## config.mk

```make
export PLATFORM = sky130hd
export DESIGN_NAME = pa_mc
export DESIGN_NICKNAME = d
export VERILOG_FILES = /design/src/rtl/pa_mc.sv
export SDC_FILE = /design/constraint.sdc
export NUM_CORES = 1
export LEC_CHECK = 0
export ABC_AREA = 0
export ABC_CLOCK_PERIOD_IN_PS = 2800
export BUFFER_PORTS_ARGS = -buffer_cell sky130_fd_sc_hd__buf_4
export CAP_MARGIN = 0
export CORE_MARGIN = 5
export CORE_UTILIZATION = 40
export DETAILED_ROUTE_END_ITERATION = 16
export PLACE_DENSITY = 0.59
export SLEW_MARGIN = 20
export SYNTH_ARGS = -nofsm -noshare
export SYNTH_HDL_FRONTEND = slang
export SYNTH_SLANG_ARGS = --single-unit
```

## constraint.sdc

```tcl
create_clock -name clk -period 2.8 [get_ports clk]
set_input_delay 0.28 -clock clk [delete_from_list [all_inputs] [get_ports clk]]
set_output_delay 0.28 -clock clk [all_outputs]
set_load 0.005 [all_outputs]
```

## src/rtl/pa_mc.sv

```systemverilog
// pa_mc: NCH-channel phase accumulator with shadowed FCW/POW that commit at each channel's wrap.
// Optional LFSR dither ahead of truncation is enabled by defining PA_DITHER_EN.
module pa_mc #(
    parameter int NBIT = 12,
    parameter int OBIT = 10,
    parameter int NCH  = 4,
    localparam int CHW = $clog2(NCH)
) (
    input  logic                clk,
    input  logic                rst_n,
    input  logic                en,
    input  logic                sync,
    input  logic                cfg_valid,
    output logic                cfg_ready,
    input  logic [CHW-1:0]      cfg_ch,
    input  logic [NBIT-1:0]     fcw_in,
    input  logic [NBIT-1:0]     pow_in,
    output logic [NCH*OBIT-1:0] pa_out,
    output logic [NCH-1:0]      wrap
);

    logic [NBIT-1:0] acc        [NCH];
    logic [NBIT-1:0] fcw        [NCH];
    logic [NBIT-1:0] pow        [NCH];
    logic [NBIT-1:0] shadow_fcw [NCH];
    logic [NBIT-1:0] shadow_pow [NCH];
    logic [NBIT-1:0] acc_next   [NCH];
    logic [NBIT-1:0] phase      [NCH];
    logic [NCH-1:0]  pending;
    logic [NCH-1:0]  pending_next;
    logic [NCH-1:0]  carry;
    logic [NCH-1:0]  commit;
    logic [NCH-1:0]  load;
    logic [NBIT-1:0] dither;
    logic            xfer;

    // Config handshake: a word moves on every cycle with cfg_valid && cfg_ready; cfg_ready is
    // low while any channel holds an uncommitted word, so at most one update is ever in flight.
    assign xfer = cfg_valid && cfg_ready;

`ifdef PA_DITHER_EN
    logic [15:0] lfsr;

    always_ff @(posedge clk or negedge rst_n) begin
        if (!rst_n) begin
            lfsr <= 16'hACE1;
        end else if (en) begin
            lfsr <= {lfsr[14:0], lfsr[15] ^ lfsr[13] ^ lfsr[12] ^ lfsr[10]};
        end
    end

    always_comb begin
        dither = '0;
        for (int i = 0; i < NBIT - OBIT && i < 16; i++) begin
            dither[i] = lfsr[i];
        end
    end
`else
    assign dither = '0;
`endif

    // Commit waits for the carry so the new FCW starts exactly at a period boundary.
    always_comb begin
        for (int c = 0; c < NCH; c++) begin
            {carry[c], acc_next[c]} = {1'b0, acc[c]} + {1'b0, fcw[c]};
            phase[c]        = acc[c] + pow[c] + dither;
            load[c]         = xfer && (cfg_ch == CHW'(c));
            commit[c]       = pending[c] && (sync || !en || carry[c]);
            pending_next[c] = load[c] || (pending[c] && !commit[c]);
        end
    end

    always_ff @(posedge clk or negedge rst_n) begin
        if (!rst_n) begin
            for (int c = 0; c < NCH; c++) begin
                acc[c]        <= '0;
                fcw[c]        <= '0;
                pow[c]        <= '0;
                shadow_fcw[c] <= '0;
                shadow_pow[c] <= '0;
            end
            pending   <= '0;
            wrap      <= '0;
            pa_out    <= '0;
            cfg_ready <= 1'b1;
        end else begin
            for (int c = 0; c < NCH; c++) begin
                if (sync) begin
                    acc[c]  <= '0;
                    wrap[c] <= 1'b0;
                end else if (en) begin
                    acc[c]  <= acc_next[c];
                    wrap[c] <= carry[c];
                end else begin
                    wrap[c] <= 1'b0;
                end
                if (commit[c]) begin
                    fcw[c] <= shadow_fcw[c];
                    pow[c] <= shadow_pow[c];
                end
                if (load[c]) begin
                    shadow_fcw[c] <= fcw_in;
                    shadow_pow[c] <= pow_in;
                end
                pa_out[c*OBIT +: OBIT] <= phase[c][NBIT-1 -: OBIT];
            end
            pending   <= pending_next;
            cfg_ready <= ~|pending_next;
        end
    end

endmodule

```

==> metrics <==
Placed Cells incl. Taps=1757; Met3 Routed Length=1.414 mm; CTS buffer count=31; Worst IR Drop VDD=0.0005999 V; Max stage delay on crit path=0.43 ns; Least-Margin Pin Slew=0.7489 ns; P_leak=0.007951 uW; fraction of the mapped netlist area in adder cells=8.130%; Initial Util=40.65%; initial antenna violation count=1; met2 wire len=15.20 mm; worst hold endpoint=shadow_fcw[27]; Worst-Skew Late Latency=0.56 ns; Cell Pwr Density=1092 nW/um^2; XOR/XNOR Fraction of Synth Area=3.135%; first-pass GRT wire length=53.50 mm; Reg-to-Reg Start=acc[36]; worst slack at placement=0.1541 ns; gp weighted congestion=0.8143; syn avg cell area=11.77 um^2; Sw Ratio=32.71%; uppermost routed layer=met4; Critical Path RT=3.24 ns; fillcell total=3270; IO Port Bufs=75; Via Count=9434; Root Driver=clkbuf_16; Synth async-reset ratio=100.0%; M1 wire length=15.98 mm; simple-gate area share of the yosys netlist=12.41%; Final period util=95.27%; final hold vios=0; combinational share of power=37.7%; area grow syn2layout=17.06%; clk buf depth=3; Post-DP Area=15720 um^2; Post-Route WL=33.14 mm; R2R setup slack=0.13 ns; Sequential Power Share=37.4%; Setup crit end kind=register; vias per inst=5.164; startpoint types=register; PostCTS Resize Cnt=0; total gr overflow=0; Seq cells post-synth=289; Diodes inserted=0; mux contribution to synthesized area=14.40%; H-tree Lvls=1; post-synth cell types=62; outcome=completed; cells after synthesis=1234; Final Skew=0.01358 ns; Pint=12500 uW; CP top delay family=compound AO/OA/AOI/OAI gates; DPL Wire Length=23.69 mm; CTS tree=built; clock slew at reported path FFs=0.06 ns; CTS sink cnt=289; drt initial violations=444; Max-Cap Viols=0; Final min period=2.668 ns; post-synthesis compound-gate area fraction=9.870%; Top Ports=76; critical-path cell list=ha_1, inv_1, fa_1, nor2b_4, o31ai_4, a211oi_2, o31ai_4, a21boi_4, buf_4, mux2_2; pin count of the biggest net entering global routing=84; final instance area=17010 um^2; Setup TNS=0 ns; Post-synth EDFFs=0; layout cells sized above 1=24.82%; # DRC=0; Reg2Reg Capture Point=fcw[36]; CP bufs+invs=2; fmax=374.9 MHz; Worst EP arrival=3.11 ns; Final Setup Violations=0; row count=69; crit path max fanout=9; Slew HR=49.89%; core area=35740 um^2; post-synthesis sequential area ratio=49.79%; CP max stage cell=fa_1; antenna-violating nets left=0; Main synth FF type=dfrtp_1; clock network power share=24.9%; die area=40230 um^2; Die H=200.6 um; Syn Nets=1357; Ys Warns=0; most common cell after layout, fill and taps aside=dfrtp_1; fin nets=1464; GRT Resource Usage Total=16.43%; largest family of logic cells by synthesized area=multiplexers; setup repair after global routing missed its margin=no; Slew Viols, Final=0; most frequent cells in the layout=dfrtp_1 (288), nand2_1 (173), nor2_1 (90); die width=200.6 um; most frequent CP cell=o31ai_4; worst reg2reg path depth=10; hold path depth=3; PnR worst setup slack=0.1325 ns; via count of the first global-routing pass=9505; critical path class=reg -> reg; cts hold-fix bufs=11; total setup buffers inserted after CTS=0; drt pass-1 iters=5; Psw=6074 uW; Mapped Area=14530 um^2; crit path from=acc[36]; HP Start=fcw_in[3]; min-delay worst type=in -> reg; final instance count without filler cells=1827; WL per Instance=18.14 um
[per-stage QoR]
step / hold slack, ns / power, uW / util (%)
final: 0.02227 / 18570 / 47.58
after global routing: 0.006037 / 19920 / 47.58
after CTS: 0.0008567 / 18780 / 47.55
after detailed placement: 0.3395 / 14050 / 43.98
after global placement: 0.3357 / 13840 / 43.98
after floorplan: -0.01559 / 12060 / -
[cells in the mapped netlist (6+ instances only)]
cell      count  area share [%]
nand2_1     173             4.5
ha_1         88             7.6
clkbuf_1     23            0.59
xnor2_1      39             2.4
nand3_1      20            0.69
nor2_1       90             2.3
nor3_1       36             1.2
nor2b_1      16            0.69
and2_1        9            0.39
dfrtp_1     288              50
a211oi_1     13            0.67
inv_1        29            0.75
nand3b_1      7            0.36
mux2_4       80             8.3
o21ai_0      23            0.79
nand2b_1     16            0.69
nand4_1       6            0.26
o21a_1       15            0.78
mux2i_1      17             1.2
xor2_1       13            0.78
a21oi_1      52             1.8
o31ai_4       8             1.2
buf_6         6            0.47
mux2_2       64             5.0
[cells by family after synthesis]
group / Yosys count
AOI/OAI and AO/OA: 179
xor gates and xnor gates: 52
adders and majority gates: 92
buffers and inverters: 66
DFF: 289
muxes: 161
and+or+nand+nor: 395
[worst max-delay path by stage]
stage,slack [ns],cells after the start,endpoint
3_5_place_dp,0.15,10,fcw[36]
6_report,0.13,10,fcw[36]
3_3_place_gp,0.19,10,fcw[36]
4_1_cts,0.14,10,fcw[36]
2_1_floorplan,0.31,10,fcw[40]
5_1_grt,0.005,10,fcw[36]
[cell type report]
| class | count | area (um^2) | share of cell area, % |
|---|---|---|---|
| sequential | 289 | 7233 | 42.53 |
| multi-input combinational | 879 | 6970 | 40.99 |
| timing repair buffer | 109 | 943.4 | 5.547 |
| clock buffer | 35 | 810.8 | 4.768 |
| tap | 461 | 576.8 | 3.392 |
| clock inverter | 23 | 355.3 | 2.089 |
| inverter | 31 | 116.4 | 0.6842 |
[state kept, by name, indices dropped and copies added, names as in the netlist]
signal,count
acc,48
fcw,48
pow,48
shadow_fcw,48
shadow_pow,48
pa_out,40
pending,4
wrap,4
cfg_ready,1
[power by group through the flow]
stage | sequential, uW | combinational, uW | clock (uW)
global placement | 7010 | 6830 | 0
detailed placement | 7030 | 7020 | 0
floorplan | 6590 | 5470 | 0
global route | 7140 | 7860 | 4920
CTS | 6970 | 7080 | 4730
finish | 6940 | 7010 | 4620
[tightest hold or removal path, cell delays in order]
cell     delay (ns)
buf_4          0.16
nand2_1        0.06
nand2_1        0.04
[metal layers]
metal  vias to the layer above  global-route usage (%)
met5                         -                       0
met4                         0                   3.024
met3                        33                   2.601
met2                       158                   26.72
met1                      4672                   23.67
li1                       4571                       -
(Power assumes the default switching activity.)
